File: src/rtl/neuron_accumulator_pkg.sv
// ---------------------------------------------------------------------------
// neural_pkg
//   Definitions shared by the neuron datapath stages:
//     DEF_DATA_W / DEF_FRAC_BITS  default data format (Q4.4, 8-bit signed)
//     GRP_*                       bias group codes driven to the bias mux
//     state_t                     neuron accumulator FSM states
//     acc_width()                 accumulator width that cannot overflow
// ---------------------------------------------------------------------------
package neural_pkg;

    localparam int DEF_DATA_W    = 8;
    localparam int DEF_FRAC_BITS = 4;

    // Bias group codes seen by the bias mux.
    localparam logic [1:0] GRP_HID0  = 2'b00;
    localparam logic [1:0] GRP_HID10 = 2'b01;
    localparam logic [1:0] GRP_HID20 = 2'b10;
    localparam logic [1:0] GRP_OUT   = 2'b11;

    typedef enum logic [2:0] {
        ST_IDLE      = 3'd0,
        ST_LOAD_BIAS = 3'd1,
        ST_ACCUM     = 3'd2,
        ST_FINISH    = 3'd3,
        ST_OUT       = 3'd4
    } state_t;

    // Full-precision product is 2*data_w bits; summing n_in of them plus a
    // bias seed needs log2(n_in+1) growth bits, and one extra bit of margin.
    function automatic int acc_width(input int data_w, input int n_in);
        return 2 * data_w + $clog2(n_in + 1) + 1;
    endfunction

endpackage

File: src/rtl/neuron_accumulator_if.sv
// ---------------------------------------------------------------------------
// neuron_accumulator_if
//   Operand beat stream into the neuron and result stream out of it.
//     in_valid / in_ready   beat handshake (producer -> neuron)
//     act_i / wgt_i         signed activation and weight of one beat
//     out_valid / out_ready result handshake (neuron -> consumer)
//     out_data              signed saturated result
//   master : the side that feeds operands and consumes results
//   slave  : the neuron accumulator itself
// ---------------------------------------------------------------------------
interface neuron_accumulator_if #(
    parameter int DATA_W = neural_pkg::DEF_DATA_W
);

    logic                     in_valid;
    logic                     in_ready;
    logic signed [DATA_W-1:0] act_i;
    logic signed [DATA_W-1:0] wgt_i;

    logic                     out_valid;
    logic                     out_ready;
    logic signed [DATA_W-1:0] out_data;

    modport master (
        output in_valid, act_i, wgt_i, out_ready,
        input  in_ready, out_valid, out_data
    );

    modport slave (
        input  in_valid, act_i, wgt_i, out_ready,
        output in_ready, out_valid, out_data
    );

endinterface

File: src/rtl/neuron_post.sv
// ---------------------------------------------------------------------------
// neuron_post
//   Combinational post-processing of a wide accumulator value:
//   shift back to the data format (arithmetic, floor), optional ReLU,
//   saturate to the signed DATA_W range.
//   Ports:
//     acc      in   ACC_W   signed accumulator (DATA_W.2*FRAC_BITS scaling)
//     relu_en  in   1       1 = clamp negative values to 0
//     result   out  DATA_W  signed saturated result
// ---------------------------------------------------------------------------
module neuron_post
    import neural_pkg::*;
#(
    parameter int DATA_W    = DEF_DATA_W,
    parameter int FRAC_BITS = DEF_FRAC_BITS,
    parameter int ACC_W     = 2 * DEF_DATA_W + 2
) (
    input  logic signed [ACC_W-1:0]  acc,
    input  logic                     relu_en,
    output logic signed [DATA_W-1:0] result
);

    function automatic logic signed [ACC_W-1:0] apply_relu(
        input logic signed [ACC_W-1:0] v,
        input logic                    en
    );
        if (en && (v < 0)) begin
            return '0;
        end
        return v;
    endfunction

    function automatic logic signed [DATA_W-1:0] saturate(
        input logic signed [ACC_W-1:0] v
    );
        logic signed [ACC_W-1:0] hi;
        logic signed [ACC_W-1:0] lo;
        // hi = 2^(DATA_W-1)-1, lo = -2^(DATA_W-1), both at full width
        hi = '0;
        hi[DATA_W-2:0] = '1;
        lo = '1;
        lo[DATA_W-2:0] = '0;
        if (v > hi) begin
            return hi[DATA_W-1:0];
        end
        if (v < lo) begin
            return lo[DATA_W-1:0];
        end
        return v[DATA_W-1:0];
    endfunction

    logic signed [ACC_W-1:0] shifted;
    logic signed [ACC_W-1:0] rectified;

    // Arithmetic shift rounds toward minus infinity.
    assign shifted   = acc >>> FRAC_BITS;
    assign rectified = apply_relu(shifted, relu_en);
    assign result    = saturate(rectified);

endmodule

File: src/rtl/neuron_accumulator.sv
// ---------------------------------------------------------------------------
// neuron_accumulator
//   Per-neuron multiply-accumulate stage. Selects a bias through an external
//   mux, seeds the accumulator with it, sums N_IN activation*weight products,
//   then shifts, optionally rectifies and saturates the sum to DATA_W bits.
//   Ports:
//     clk         in   1       rising-edge clock
//     rst_n       in   1       asynchronous active-low reset
//     start       in   1       begin a neuron (honoured only when idle)
//     group_i     in   2       bias group code, captured on start
//     relu_en     in   1       ReLU enable, captured on start
//     bias_sel_o  out  2       registered select to the bias mux
//     bias_i      in   DATA_W  bias returned by the mux
//     bus         slave       operand beats in, result out (valid/ready)
//     busy        out  1       high whenever not idle
// ---------------------------------------------------------------------------
module neuron_accumulator
    import neural_pkg::*;
#(
    parameter int DATA_W    = DEF_DATA_W,
    parameter int N_IN      = 30,
    parameter int FRAC_BITS = DEF_FRAC_BITS
) (
    input  logic                     clk,
    input  logic                     rst_n,
    input  logic                     start,
    input  logic [1:0]               group_i,
    input  logic                     relu_en,
    output logic [1:0]               bias_sel_o,
    input  logic signed [DATA_W-1:0] bias_i,
    neuron_accumulator_if.slave      bus,
    output logic                     busy
);

    localparam int ACC_W = acc_width(DATA_W, N_IN);
    localparam int CNT_W = (N_IN > 1) ? $clog2(N_IN) : 1;
    localparam logic [CNT_W-1:0] LAST_BEAT = CNT_W'(N_IN - 1);

    state_t state;
    state_t state_next;

    logic signed [ACC_W-1:0]    acc;
    logic [CNT_W-1:0]           count;
    logic                       relu_q;
    logic                       out_valid_q;
    logic signed [DATA_W-1:0]   out_data_q;
    logic signed [DATA_W-1:0]   post_result;
    logic signed [2*DATA_W-1:0] product;
    logic                       beat;

    // Full-precision signed product; no truncation before accumulation.
    assign product = bus.act_i * bus.wgt_i;
    assign beat    = bus.in_valid && (state == ST_ACCUM);

    assign bus.in_ready  = (state == ST_ACCUM);
    assign bus.out_valid = out_valid_q;
    assign bus.out_data  = out_data_q;
    assign busy          = (state != ST_IDLE);

    // -------------------------------------------------------------------
    // Next-state logic
    // -------------------------------------------------------------------
    always_comb begin
        state_next = state;
        unique case (state)
            ST_IDLE: begin
                if (start) begin
                    state_next = ST_LOAD_BIAS;
                end
            end
            ST_LOAD_BIAS: begin
                state_next = ST_ACCUM;
            end
            ST_ACCUM: begin
                if (beat && (count == LAST_BEAT)) begin
                    state_next = ST_FINISH;
                end
            end
            ST_FINISH: begin
                state_next = ST_OUT;
            end
            ST_OUT: begin
                if (bus.out_ready) begin
                    state_next = ST_IDLE;
                end
            end
            default: begin
                state_next = ST_IDLE;
            end
        endcase
    end

    always_ff @(posedge clk or negedge rst_n) begin
        if (!rst_n) begin
            state <= ST_IDLE;
        end else begin
            state <= state_next;
        end
    end

    // -------------------------------------------------------------------
    // Datapath registers
    // -------------------------------------------------------------------
    always_ff @(posedge clk or negedge rst_n) begin
        if (!rst_n) begin
            acc         <= '0;
            count       <= '0;
            relu_q      <= 1'b0;
            bias_sel_o  <= '0;
            out_data_q  <= '0;
            out_valid_q <= 1'b0;
        end else begin
            unique case (state)
                ST_IDLE: begin
                    if (start) begin
                        bias_sel_o <= group_i;
                        relu_q     <= relu_en;
                    end
                end
                ST_LOAD_BIAS: begin
                    // Bias is in data format; move it to product scaling.
                    acc   <= ACC_W'(bias_i) <<< FRAC_BITS;
                    count <= '0;
                end
                ST_ACCUM: begin
                    if (beat) begin
                        acc   <= acc + ACC_W'(product);
                        count <= count + 1'b1;
                    end
                end
                ST_FINISH: begin
                    out_data_q  <= post_result;
                    out_valid_q <= 1'b1;
                end
                ST_OUT: begin
                    if (bus.out_ready) begin
                        out_valid_q <= 1'b0;
                    end
                end
                default: begin
                    out_valid_q <= 1'b0;
                end
            endcase
        end
    end

    neuron_post #(
        .DATA_W    (DATA_W),
        .FRAC_BITS (FRAC_BITS),
        .ACC_W     (ACC_W)
    ) u_post (
        .acc     (acc),
        .relu_en (relu_q),
        .result  (post_result)
    );

endmodule
File: src/flat_wrapper.sv
// flat-port wrapper written by rule: the top's interface ports become plain ports
module neuron_accumulator_flat import neural_pkg::*;
#(
    parameter int DATA_W    = DEF_DATA_W,
    parameter int N_IN      = 30,
    parameter int FRAC_BITS = DEF_FRAC_BITS
)
  (clk, rst_n, start, group_i, relu_en, bias_sel_o, bias_i, busy, bus_in_valid, bus_act_i, bus_wgt_i, bus_out_ready, bus_in_ready, bus_out_valid, bus_out_data);
  neuron_accumulator_if #(.DATA_W(DATA_W)) bus_i ();
  input  logic clk;
  input  logic rst_n;
  input  logic start;
  input  logic [1:0] group_i;
  input  logic relu_en;
  output logic [1:0] bias_sel_o;
  input  logic signed [DATA_W-1:0] bias_i;
  output logic busy;
  input wire logic [$bits(bus_i.in_valid)-1:0] bus_in_valid;
  input wire logic [$bits(bus_i.act_i)-1:0] bus_act_i;
  input wire logic [$bits(bus_i.wgt_i)-1:0] bus_wgt_i;
  input wire logic [$bits(bus_i.out_ready)-1:0] bus_out_ready;
  output wire logic [$bits(bus_i.in_ready)-1:0] bus_in_ready;
  output wire logic [$bits(bus_i.out_valid)-1:0] bus_out_valid;
  output wire logic [$bits(bus_i.out_data)-1:0] bus_out_data;
  assign bus_i.in_valid = bus_in_valid;
  assign bus_i.act_i = bus_act_i;
  assign bus_i.wgt_i = bus_wgt_i;
  assign bus_i.out_ready = bus_out_ready;
  assign bus_in_ready = bus_i.in_ready;
  assign bus_out_valid = bus_i.out_valid;
  assign bus_out_data = bus_i.out_data;
  neuron_accumulator #(.DATA_W(DATA_W), .N_IN(N_IN), .FRAC_BITS(FRAC_BITS)) u_core (.clk(clk), .rst_n(rst_n), .start(start), .group_i(group_i), .relu_en(relu_en), .bias_sel_o(bias_sel_o), .bias_i(bias_i), .bus(bus_i), .busy(busy));
endmodule
File: config.mk
export PLATFORM = sky130hd
export DESIGN_NAME = neuron_accumulator_flat
export DESIGN_NICKNAME = d
export VERILOG_FILES = /design/src/rtl/neuron_accumulator_pkg.sv /design/src/rtl/neuron_accumulator_if.sv /design/src/rtl/neuron_post.sv /design/src/rtl/neuron_accumulator.sv /design/src/flat_wrapper.sv
export SDC_FILE = /design/constraint.sdc
export NUM_CORES = 1
export LEC_CHECK = 0
export BUFFER_PORTS_ARGS = -buffer_cell sky130_fd_sc_hd__buf_2
export CAP_MARGIN = 20
export CORE_ASPECT_RATIO = 1.5
export CORE_UTILIZATION = 33
export CTS_BUF_LIST = sky130_fd_sc_hd__clkbuf_4
export DETAILED_ROUTE_END_ITERATION = 10
export GPL_ROUTABILITY_DRIVEN = 0
export PLACE_DENSITY = 0.58
export SKIP_LAST_GASP = 1
export SYNTH_ARGS = -nofsm -noshare
export SYNTH_HDL_FRONTEND = slang
export SYNTH_HIERARCHICAL = 1
export SYNTH_SLANG_ARGS = --single-unit
File: constraint.sdc
create_clock -name clk -period 13.3 [get_ports clk]
set_input_delay 1.33 -clock clk [delete_from_list [all_inputs] [get_ports clk]]
set_output_delay 1.33 -clock clk [all_outputs]
set_load 0.01 [all_outputs]
Word level (Yosys, flattened, before mapping)
Index checks and enable logic that the tools add are counted.
{"block": "op_classes", "reduce_logical": 11, "bitwise": 1, "n_mux": 20, "mul": 1, "add_sub_neg": 2, "n_lt_le_gt_ge": 3, "eq_ne": 9}
{"op": "$mux 22", "n": 3}
{"op": "$pmux 22 s2", "n": 1}
{"op": "$mux 8", "n": 4}
{"op": "$add 22x16->22", "n": 1}
{"op": "$gt 22x8->1 const B", "n": 1}
{"op": "$lt 22x8->1 const B", "n": 1}
{"op": "$lt 18x1->1 const B", "n": 1}
{"op": "$mul 8x8->16", "n": 1}
{"op": "$pmux 3 s5", "n": 1}
{"op": "$pmux 5 s2", "n": 1}
{"op": "$mux 3", "n": 3}
{"op": "$eq 3x2->1 const B", "n": 2}
{"op": "$reduce_and 2->1", "n": 3}
{"op": "$add 5x1->5 const B", "n": 1}
{"op": "$eq 5x5->1 const B", "n": 1}
{"op": "$mux 1", "n": 5}
{"op": "$mux 5", "n": 1}
{"op": "$ne 2x1->1 const B", "n": 2}
{"op": "$ne 2x2->1 const B", "n": 2}
{"op": "$eq 3x1->1 const B", "n": 1}
{"op": "$eq 3x3->1 const B", "n": 1}
{"op": "$logic_and 1x1->1", "n": 3}
{"op": "$logic_not 3->1", "n": 1}
{"op": "$pmux 1 s3", "n": 1}
{"op": "other kinds (5)", "n": 5}
{"block": "word_totals", "out_inout_bits": 13, "in_bits": 32, "register_bits": 42, "wordCells": 54}

Longest topological paths before layout
Gate-level depths: netlist (run 1).
{"block": "depth", "depth_word": 9, "mapped_depth": 19, "ltp_nobuf": 18}

Hierarchy
Netlist (run 1), hierarchy kept.
{"mod": "neuron_accumulator", "cells_per_inst": 554, "area_each_um2": 5646.7, "instances": 1, "seq_area_each_um2": 1051.0}
{"mod": "neuron_post", "cells_per_inst": 16, "area_each_um2": 137.6, "instances": 1, "seq_area_each_um2": 0.0}

Worst setup path after synthesis (run 1)
Ideal clock, no wire load.
{"block": "synth_path", "path_kind": "input port to flip-flop", "start": "input port bus_wgt_i[1]", "end": "register u_core.acc[18]", "stages": 15, "setup_ns": 0.126, "required_time_ns": 13.174, "n_path_buf": 1, "path_slack_ns": 7.167, "t_arrival_ns": 6.007, "path_cell_list": "clkbuf_1 > and2_1 > fa_1 > fa_1 > fa_1 > fa_1 > ha_1 > ha_1 > o21a_1 > o21ai_0 > o31ai_4 > a22oi_2 > and2b_1 > mux2i_1 > a21oi_1"}
{"block": "synth_between", "elab_chain_cells": 4}
{"element": "start, declared", "line_no": "flat_wrapper.sv:20", "source": "input wire logic [$bits(bus_i.wgt_i)-1:0] bus_wgt_i;"}
{"element": "$mul 8x8->16", "line_no": "neuron_accumulator.sv:52", "source": "assign product = bus.act_i * bus.wgt_i;"}
{"element": "$add 22x16->22", "line_no": "neuron_accumulator.sv:127", "source": "acc <= acc + ACC_W'(product);"}
{"element": "$mux 22", "line_no": "neuron_accumulator.sv:126", "source": "if (beat) begin"}
{"element": "$pmux 22 s2", "line_no": "neuron_accumulator.sv:113", "source": "unique case (state)"}
{"element": "end signal, assigned", "line_no": "neuron_accumulator.sv:122", "source": "acc <= ACC_W'(bias_i) <<< FRAC_BITS;"}
{"element": "end signal, assigned", "line_no": "neuron_accumulator.sv:127"}
{"element": "end, declared", "line_no": "neuron_accumulator.sv:42", "source": "logic signed [ACC_W-1:0] acc;"}
Every way passes these cells. The select of a mux whose other input is x is not followed.
A chain may end at the register's enable or synchronous reset.

Final worst setup path (run 1)
{"block": "layout_path", "start": "input port bus_wgt_i[0]", "end": "register u_core.acc[18]"}
Same word-level chain as after synthesis.

==> results of run 1 <==
## cell type report
type                    count  area (um^2)
clock buffers               6        45.04
clock inverters             2        8.758
fillers                  1734        10700
inverters                  97        364.1
multi-input cells         420         4322
flip-flops and latches     42         1051
well taps                 210        262.8
repair buffers             45        227.7
## synth_stat cells (6+ instances only)
cell | number | area (um^2)
fa_1 | 96 | 1922
inv_1 | 96 | 360.4
ha_1 | 52 | 650.6
dfrtp_1 | 42 | 1051
nand2_1 | 42 | 157.7
and2_1 | 35 | 219.0
a21oi_1 | 28 | 140.1
nor2_1 | 22 | 82.58
o21ai_0 | 18 | 90.09
a21o_1 | 16 | 120.1
xnor2_1 | 14 | 122.6
mux2_2 | 11 | 123.9
nor3_1 | 8 | 40.04
xor2_1 | 8 | 70.07
clkbuf_1 | 6 | 22.52
nand3_1 | 6 | 30.03
## cells by family after synthesis
kind of cell / count (synthesis) / share of synthesized area (%)
AND/OR/NAND/NOR: 139 / 12.52
buffers and inverters: 108 / 7.117
multiplexers: 15 / 2.834
adder cells (fa/ha/maj): 148 / 44.47
AO/OA/AOI/OAI: 96 / 11.55
flip-flops: 42 / 18.17
XOR/XNOR: 22 / 3.331
## per-stage QoR
stage | cell area, um^2 | util, %
global route | 6281 | 36.99
finish | 6281 | 36.99
global placement | 6227 | 36.67
detailed placement | 6227 | 36.67
CTS | 6281 | 36.99
floorplan | 5784 | -
## worst max path at each step
stage / cells past startpoint / endpoint / from / slack [ns]
2_1_floorplan: 15 / u_core/acc[18] / bus_wgt_i[1] / 7.17
3_3_place_gp: 17 / u_core/acc[18] / bus_wgt_i[0] / 6.78
3_5_place_dp: 17 / u_core/acc[18] / bus_wgt_i[0] / 6.68
4_1_cts: 17 / u_core/acc[18] / bus_wgt_i[0] / 7.05
5_1_grt: 17 / u_core/acc[18] / bus_wgt_i[0] / 6.79
6_report: 17 / u_core/acc[18] / bus_wgt_i[0] / 7.11
## registers in the layout (all words and copies together), names as in the netlist
register / cells
u_core/bias_sel_o: 2
u_core/bus.out_valid: 1
u_core/bus.out_data: 8
u_core/state: 3
u_core/relu_q: 1
u_core/acc: 22
u_core/count: 5
## per-layer routing
layer / up-vias / global-route usage [%] / part of all wire (%)
met5: - / 0 / 0
met4: 0 / 2.691 / 0.94
met3: 10 / 1.230 / 2.7
met2: 78 / 28.52 / 54
met1: 2073 / 19.86 / 42
li1: 1928 / - / -
## critical path, delay by kind of cell
family          cells  cell delay [ns]
fa+ha+maj           6             2.82
compound gates      5             0.87
simple gates        2             0.86
buf+inv             3             0.36
mux                 1             0.15
==> results by group, run 1 <==
Drt
  – Post-DRT Antenna Nets: 0
  – DRT iter0 DRCs: 146
  – TritonRoute pass-1 iters: 4
  – Routed WL: 12590 um
  – Routed len/inst: 15.31 um
  – Vias: 4089
  – DRC Markers: 0
  – Post-DR vias/cell: 4.974

Placed design
  – Input/output buffers: 44
  – DPL Wire Length: 10850 um
  – Placed insts: 814
  – Post-place setup slack: 6.683 ns

Yosys
  – Ys Warns: 6
  – Cell Area, Synth: 5784 um^2
  – Mean post-synth cell area: 10.15 um^2
  – Post-Syn Instances: 570
  – Number of synthesized flops with an enable pin: 0
  – Count of cell types in the netlist: 49
  – Post-synthesis async set-or-reset flop share: 100.0%
  – Syn_nets: 750
  – Most common flop cell mapped by yosys: dfrtp_1
  – Seq/Total Area, Yosys: 18.17%
  – Flops & latches, synth: 42

Global routing
  – Total track usage: 15.54%
  – Largest net degree at the start of global routing: 43
  – Total gr overflow: 0
  – Vias in the first global route: 4531
  – Initial antenna violation count: 0
  – First-pass GRT wire length: 22070 um

Floorplanning
  – Die X-Extent: 110.1 um
  – IO Pins: 45
  – Core Area: 16980 um^2
  – Die height: 164.2 um
  – Die area: 18070 um^2
  – # rows: 58
  – Starting Density: 34.06%

Timing
  – RSZ-0062 raised after global routing: false
  – Tmin final: 6.194 ns
  – Setup WS post-layout: 7.106 ns
  – Worst Clk Skew: 0.02642 ns
  – Period utilization: 46.57%
  – Final hold violation count: 0
  – Hold slack final: 0.5206 ns
  – Fmax: 161.5 MHz
  – Worst-margin pin slew: 0.9727 ns
  – Final setup fails: 0
  – Setup Total Neg Slack: 0 ns
  – Slew headroom: 35.15%
  – Slew Limit Fails: 0

Layout
  – Layout Cells excl Fill: 822
  – Nets@finish: 791
  – Commonest cells after routing, fill and taps aside: 96 x inv_1, 96 x fa_1, 52 x ha_1, 44 x buf_2
  – Fraction of layout cells with a size suffix above 1: 12.58%
  – Ant diodes: 0
  – Area delta synth->final: 8.587%

Clock tree
  – Post-CTS Resized: 0
  – Post-CTS Setup Inserts: 0
  – CTS tree: yes
  – Clk_lat worst skew: 0.35 ns
  – Clock-pin slew on the worst setup and hold paths: 0.14 ns
  – CTS Buf Count: 5
  – CTS H-tree lvls: 2
  – Clk sinks: 42
  – Root buffer cell: clkbuf_4
  – Post-CTS Hold Buffers: 0
  – Maximum root-to-sink buffer count: 2

Critical path
  – Slowest CP cell: and2_1
  – Crit start category: input port
  – Critical-path cell list: buf_2 -> and2_1 -> inv_1 -> fa_1 -> inv_1 -> fa_1 -> fa_1 -> fa_1 -> fa_1 -> ha_1 -> o21ai_0 -> o21a_1 -> o31ai_4 -> a22oi_2 -> and2b_1 -> mux2i_1 -> a21oi_1
  – Reg2reg path depth: 18
  – Most frequent CP cell: fa_1
  – Reg2reg setup slack: 8.51 ns
  – Critical Setup Path Class: in2reg
  – WP data required: 13.51 ns
  – CP Capture Type: register
  – Crit path largest cell delay: 0.67 ns
  – CP Max Fanout: 15
  – R2R Path Start: u_core/acc[4]
  – Reg-to-Reg End: u_core/acc[18]
  – Worst Path Arrival: 6.40 ns

Run
  – Max-cap violations: 0

Worst hold path
  – Worst Hold Path EP: u_core/bus.out_data[1]
  – Hold Crit Depth: 1
  – HP Class: reg2reg
  – Hold_sp: u_core/bus.out_data[1]

Run status
  – Status: completed
Power of run 1 is left out: the tool's default activity adds up to more than one toggle a clock period on the data nets, which glitch-free logic cannot reach.
==> inputs of run 2 (changes only) <==
clock period = 6.5 ns   (was 13.3 ns; I/O delays follow)
==> results by group, run 2 (synthesized netlist as in run 1, its figures left out) <==
Run status
  – Status: completed (unchanged)

Critical path
  – Worst Path Arrival: 5.40 ns (was 6.40 ns)
  – Crit start category: input port (unchanged)
  – R2R Path Start: u_core/acc[4] (unchanged)
  – CP endpoint: u_core/acc[21] (was u_core/acc[18])
  – CP Max Fanout: 8 (was 15)
  – CP Capture Type: register (unchanged)
  – Crit path largest cell delay: 0.63 ns (was 0.67 ns)
  – Reg2reg setup slack: 1.60 ns (was 8.51 ns)
  – WP data required: 6.71 ns (was 13.51 ns)
  – Slowest CP cell: fa_1 (was and2_1)
  – Reg2reg path depth: 18 (unchanged)
  – Critical Setup Path Class: in2reg (unchanged)
  – Critical-path cell list: buf_2 -> nand2_1 -> inv_1 -> fa_1 -> inv_1 -> fa_1 -> inv_1 -> fa_1 -> fa_1 -> ha_1 -> ha_1 -> a21oi_1 -> o21a_1 -> and3b_1 -> a22oi_2 -> a221oi_2 -> xnor2_1 -> a21oi_1 (was buf_2 -> and2_1 -> inv_1 -> fa_1 -> inv_1 -> fa_1 -> fa_1 -> fa_1 -> fa_1 -> ha_1 -> o21ai_0 -> o21a_1 -> o31ai_4 -> a22oi_2 -> and2b_1 -> mux2i_1 -> a21oi_1)
  – CP Launch Point: bus_wgt_i[2] (was bus_wgt_i[0])
  – Most frequent CP cell: fa_1 (unchanged)
  – Reg-to-Reg End: u_core/acc[18] (unchanged)

Drt
  – Vias: 4075 (was 4089)
  – DRC Markers: 0 (unchanged)
  – Routed WL: 12730 um (was 12590 um)
  – TritonRoute pass-1 iters: 4 (unchanged)
  – DRT iter0 DRCs: 219 (was 146)
  – Post-DR vias/cell: 4.933 (was 4.974)
  – Post-DRT Antenna Nets: 0 (unchanged)
  – Routed len/inst: 15.41 um (was 15.31 um)

Layout
  – Fraction of layout cells with a size suffix above 1: 13.17% (was 12.58%)
  – Max FFs per register: 22 (unchanged)
  – Nets@finish: 794 (was 791)
  – Commonest cells after routing, fill and taps aside: 96 x inv_1, 96 x fa_1, 52 x ha_1, 44 x buf_2 (unchanged)
  – Area delta synth->final: 9.323% (was 8.587%)
  – Top reg by flops: u_core/acc (unchanged)

Clock tree
  – Clk_lat worst skew: 0.37 ns (was 0.35 ns)
  – Post-CTS Hold Buffers: 0 (unchanged)
  – CTS H-tree lvls: 2 (unchanged)
  – Maximum root-to-sink buffer count: 2 (unchanged)
  – Clk sinks: 42 (unchanged)
  – CTS Buf Count: 5 (unchanged)
  – Post-CTS Setup Inserts: 0 (unchanged)
  – Clock-pin slew on the worst setup and hold paths: 0.14 ns (about the same)
  – CTS tree: yes (unchanged)
  – Post-CTS Resized: 0 (unchanged)
  – Root buffer cell: clkbuf_4 (unchanged)

Timing
  – Worst-margin pin slew: 0.9351 ns (was 0.9727 ns)
  – RSZ-0062 raised after global routing: false (unchanged)
  – Fmax: 192.9 MHz
  – Slew Limit Fails: 0 (unchanged)
  – Worst Clk Skew: 0.01656 ns (was 0.02642 ns)
  – Final setup fails: 0 (unchanged)
  – Setup Total Neg Slack: 0 ns (unchanged)
  – Period utilization: 79.75%
  – Tmin final: 5.184 ns
  – Slew headroom: 37.66% (was 35.15%)
  – Final hold violation count: 0 (unchanged)

Global routing
  – Total gr overflow: 0 (unchanged)
  – First-pass GRT wire length: 22400 um (was 22070 um)
  – Total track usage: 15.82% (was 15.54%)
  – Largest net degree at the start of global routing: 43 (unchanged)
  – Vias in the first global route: 4526 (was 4531)
  – Initial antenna violation count: 1 (was 0)

Floorplanning
  – IO Pins: 45 (unchanged)
  – Die area: 18070 um^2 (unchanged)
  – Die height: 164.2 um (unchanged)
  – Die X-Extent: 110.1 um (unchanged)
  – # rows: 58 (unchanged)
  – Starting Density: 34.06% (unchanged)
  – Core Area: 16980 um^2 (unchanged)

Placed design
  – Input/output buffers: 44 (unchanged)
  – DPL Wire Length: 10910 um (was 10850 um)

Worst hold path
  – HP Class: in2async (was reg2reg)

Run
  – Max-cap violations: 0 (unchanged)
run 2: cell count changes in the layout (fill, tap and decap cells not counted):
cell      previous run  this run
clkinv_4             0         1
clkinv_1             2         1
diode_2              0         1
buf_12               0         1
buf_4                1         3
run 2: final cells by class:
cell class	instances	area [um^2]
multi-input combinational	420	4322
fill	1720	10660
antenna	1	2.502
inverter	97	364.1
clock inverter	2	13.76
tap	210	262.8
sequential	42	1051
clock buffer	6	45.04
timing repair buffer	48	262.8
run 2: worst min-delay path by stage:
stage	start	to	slack, ns	cells past startpoint
6_report	rst_n	u_core/bus.out_data[1]	0.07	1
3_5_place_dp	u_core/bus.out_data[7]	u_core/bus.out_data[7]	0.49	1
3_3_place_gp	u_core/bias_sel_o[1]	u_core/bias_sel_o[1]	0.49	1
5_1_grt	rst_n	u_core/acc[4]	0.05	1
2_1_floorplan	rst_n	u_core/acc[0]	0.35	0
4_1_cts	rst_n	u_core/bus.out_data[1]	0.43	1
run 2: metal layers:
layer / routed length, um / GRT usage (%) / part of all wire [%] / vias up
met1: 5558 / 20.43 / 44 / 2047
met2: 6490 / 27.50 / 51 / 81
met5: 0 / 0 / 0 / -
met4: 289 / 5.084 / 2.3 / 0
li1: - / - / - / 1929
met3: 392 / 1.508 / 3.1 / 18
run 2: metrics by stage:
stage | setup WS, ns | util (%) | std cells | hold slack, ns | area [um^2]
after floorplan | 1.047 | - | 570 | 0.3544 | 5784
after global placement | 0.9601 | 36.76 | 816 | 0.4886 | 6242
after detailed placement | 0.9003 | 36.76 | 816 | 0.4929 | 6242
after CTS | 1.286 | 37.11 | 824 | 0.4344 | 6301
after global routing | 0.9785 | 37.24 | 826 | 0.05053 | 6324
final | 1.316 | 37.24 | 826 | 0.07466 | 6324
run 2: critical path: cells and delay by family:
kind / cells / cell delay (ns)
xor gates and xnor gates: 1 / 0.15
AOI/OAI and AO/OA: 5 / 0.77
adders and majority gates: 6 / 2.90
buffers and inverters: 4 / 0.58
and+or+nand+nor: 2 / 0.34
Power of run 2 is left out for the same reason.
==> inputs of run 3 (changes only) <==
ABC_AREA = 1   (was not set)
PLACE_DENSITY = 0.6   (was 0.58)
clock period = 4.2 ns   (was 6.5 ns; I/O delays follow)
==> results by group, run 3 <==
Global routing
  – First-pass GRT wire length: 26050 um (was 22400 um)
  – Total gr overflow: 0 (unchanged)
  – Largest net degree at the start of global routing: 43 (unchanged)
  – Initial antenna violation count: 0 (was 1)
  – Total track usage: 17.52% (was 15.82%)
  – Vias in the first global route: 5380 (was 4526)

Clock tree
  – Clk sinks: 42 (unchanged)
  – Clk_lat worst skew: 0.36 ns (was 0.37 ns)
  – Clock-pin slew on the worst setup and hold paths: 0.12 ns (was 0.14 ns)
  – CTS tree: yes (unchanged)
  – CTS H-tree lvls: 2 (unchanged)
  – Post-CTS Hold Buffers: 0 (unchanged)
  – CTS Buf Count: 5 (unchanged)
  – Maximum root-to-sink buffer count: 2 (unchanged)
  – Root buffer cell: clkbuf_4 (unchanged)

Critical path
  – WP data required: 4.42 ns (was 6.71 ns)
  – Crit start category: input port (unchanged)
  – Most frequent CP cell: fa_1 (unchanged)
  – Crit path largest cell delay: 0.58 ns (was 0.63 ns)
  – Worst Path Arrival: 4.46 ns (was 5.40 ns)
  – Slowest CP cell: fa_1 (unchanged)
  – CP Max Fanout: 7 (was 8)
  – Critical-path cell list: buf_6 -> nand2_4 -> inv_2 -> fa_1 -> inv_2 -> fa_2 -> buf_4 -> fa_1 -> inv_1 -> fa_1 -> ha_1 -> ha_4 -> a21oi_1 -> o21ai_0 -> a21oi_2 -> nand2_1 -> nor2_1 -> nand2_1 -> nand3_2 -> a21oi_2 (was buf_2 -> nand2_1 -> inv_1 -> fa_1 -> inv_1 -> fa_1 -> inv_1 -> fa_1 -> fa_1 -> ha_1 -> ha_1 -> a21oi_1 -> o21a_1 -> and3b_1 -> a22oi_2 -> a221oi_2 -> xnor2_1 -> a21oi_1)
  – Critical Setup Path Class: in2reg (unchanged)
  – CP Capture Type: register (unchanged)

Run status
  – Failing checks: setup timing
  – Status: finished, violations left (was completed)

Timing
  – RSZ-0062 raised after global routing: true (was false)
  – Setup Total Neg Slack: -0.07429 ns (was 0 ns)
  – Setup WS post-layout: -0.04398 ns (was 1.316 ns)
  – Final setup fails: 2 (was 0)
  – Fmax: 235.6 MHz
  – Tmin final: 4.244 ns
  – Period utilization: 101.0%
  – Worst Clk Skew: 0.005090 ns (was 0.01656 ns)
  – Slew Limit Fails: 0 (unchanged)
  – Slew headroom: 30.70% (was 37.66%)
  – Worst-margin pin slew: 1.033 ns (was 0.9351 ns)
  – Final hold violation count: 0 (unchanged)
  – Hold slack final: 0.1855 ns (was 0.07466 ns)

Drt
  – WL met2: 8923 um (was 6490 um)
  – Met3 WL: 207 um (was 392 um)
  – TritonRoute pass-1 iters: 4 (unchanged)
  – Vias: 5019 (was 4075)
  – Post-DR vias/cell: 4.501 (was 4.933)
  – Routed len/inst: 13.88 um (was 15.41 um)
  – DRC Markers: 0 (unchanged)
  – Post-DRT Antenna Nets: 0 (unchanged)
  – Max layer used: met4 (unchanged)
  – DRT iter0 DRCs: 158 (was 219)
  – Routed WL: 15480 um (was 12730 um)
  – WL met1: 5668 um (was 5558 um)

Yosys
  – Flops & latches, synth: 42 (unchanged)
  – Main area contributors after synthesis: fa_1 31%, dfrtp_1 17%, nand2_1 11%, ha_1 11%, inv_1 10% (was fa_1 33%, dfrtp_1 18%, ha_1 11%, inv_1 6.2%, and2_1 3.8%)
  – Cell Area, Synth: 6165 um^2 (was 5784 um^2)
  – Commonest cells post-synth: 184 x nand2_1, 168 x inv_1, 96 x fa_1, 64 x nor2_1, 52 x ha_1 (was 96 x fa_1, 96 x inv_1, 52 x ha_1, 42 x dfrtp_1, 42 x nand2_1)
  – Post-synthesis async set-or-reset flop share: 100.0% (unchanged)
  – Most common flop cell mapped by yosys: dfrtp_1 (unchanged)
  – Syn_nets: 940 (was 750)
  – Area leader, netlist: fa_1 (unchanged)
  – Number of synthesized flops with an enable pin: 0 (unchanged)
  – Mean post-synth cell area: 8.111 um^2 (was 10.15 um^2)
  – Post-Syn Instances: 760 (was 570)
  – Seq/Total Area, Yosys: 17.05% (was 18.17%)
  – Top cell type's share of synthesized area: 31.18% (was 33.23%)
  – Ys Warns: 6 (unchanged)
  – Top-count cell post-synth: nand2_1
  – Count of cell types in the netlist: 41 (was 49)

Worst hold path
  – HP Class: in2async (unchanged)

Layout
  – Finished Core Util: 43.98% (was 37.24%)
  – Area delta synth->final: 29.06% (was 9.323%)
  – Ant diodes: 0 (was 1)
  – Fraction of layout cells with a size suffix above 1: 29.87% (was 13.17%)
  – Commonest non-fill, non-tap cell in the layout: nand2_1
  – Nets@finish: 1046 (was 794)
  – Top reg by flops: u_core/acc (unchanged)
  – Commonest cells after routing, fill and taps aside: 162 x nand2_1, 155 x inv_1, 90 x fa_1, 72 x buf_4, 57 x nor2_1 (was 96 x inv_1, 96 x fa_1, 52 x ha_1, 44 x buf_2)
  – Max FFs per register: 22 (unchanged)

Floorplanning
  – Die area: 19240 um^2 (was 18070 um^2)
  – Die height: 169.4 um (was 164.2 um)
  – Core Area: 18090 um^2 (was 16980 um^2)
  – IO Pins: 45 (unchanged)
  – # rows: 60 (was 58)
  – Die X-Extent: 113.6 um (was 110.1 um)
  – Starting Density: 34.07% (was 34.06%)

Placed design
  – DPL Wire Length: 13600 um (was 10910 um)
  – Input/output buffers: 44 (unchanged)

Run
  – Max-cap violations: 0 (unchanged)
-- run 3: kinds of logic after synthesis --
group           Yosys count  synth area share [%]
simple gates            298                 20.42
xor+xnor                  6                0.8524
fa+ha+maj               148                 41.73
mux                      11                 2.009
flops                    42                 17.05
buf+inv                 193                 12.14
compound gates           62                 5.805
-- run 3: area by class of cell --
cell class / count / area [um^2]
fillers: 1777 / 10140
multi-input cells: 525 / 4991
flip-flops and latches: 42 / 1051
repair buffers: 119 / 852.1
inverters: 173 / 669.4
well taps: 248 / 310.3
clock buffers: 7 / 52.55
clock inverters: 1 / 30.03
-- run 3: metal layers --
| layer | global-route usage, % | vias up |
|---|---|---|
| met2 | 35.23 | 59 |
| met3 | 1.000 | 30 |
| met1 | 18.37 | 2441 |
| met5 | 0 | - |
| met4 | 7.437 | 0 |
| li1 | - | 2489 |
-- run 3: critical path, delay by kind of cell --
family / cells / cell delay, ns
AOI/OAI and AO/OA: 4 / 0.50
adders and majority gates: 6 / 2.70
buffers and inverters: 5 / 0.46
and+or+nand+nor: 5 / 0.36
-- run 3: per-stage QoR --
step | cell area (um^2) | worst slack, ns | cells
6_report | 7956 | -0.04398 | 1115
5_1_grt | 7956 | -0.1785 | 1115
3_3_place_gp | 7550 | -0.5719 | 1099
4_1_cts | 7737 | -0.03587 | 1108
2_1_floorplan | 6631 | -0.2477 | 760
3_5_place_dp | 7550 | -0.6555 | 1099
-- run 3: timing repair --
item / CTS / global route
setup buffers: 1 / 7
cloned: 0 / 0
endpoints found under the setup margin: 14 / 14
pin swaps: 23 / 36
gates resized for setup: 29 / 49
-- run 3: path summary, 6_finish.rpt --
path | slack [ns] | end | startpoint | depth (start not counted)
worst min register to register | 0.51 | u_core/bus.out_data[5] | u_core/bus.out_data[5] | 1
worst max register to register | 0 | u_core/acc[12] | u_core/acc[6] | 17
worst max-delay path | -0.04 | u_core/acc[21] | bus_wgt_i[3] | 20
max in group asynchronous | 3.43 | u_core/acc[16] | rst_n | 1
min in group clk | 0.29 | u_core/bias_sel_o[1] | group_i[1] | 2
worst min-delay path | 0.19 | u_core/acc[1] | rst_n | 1
Power of run 3 is left out for the same reason.
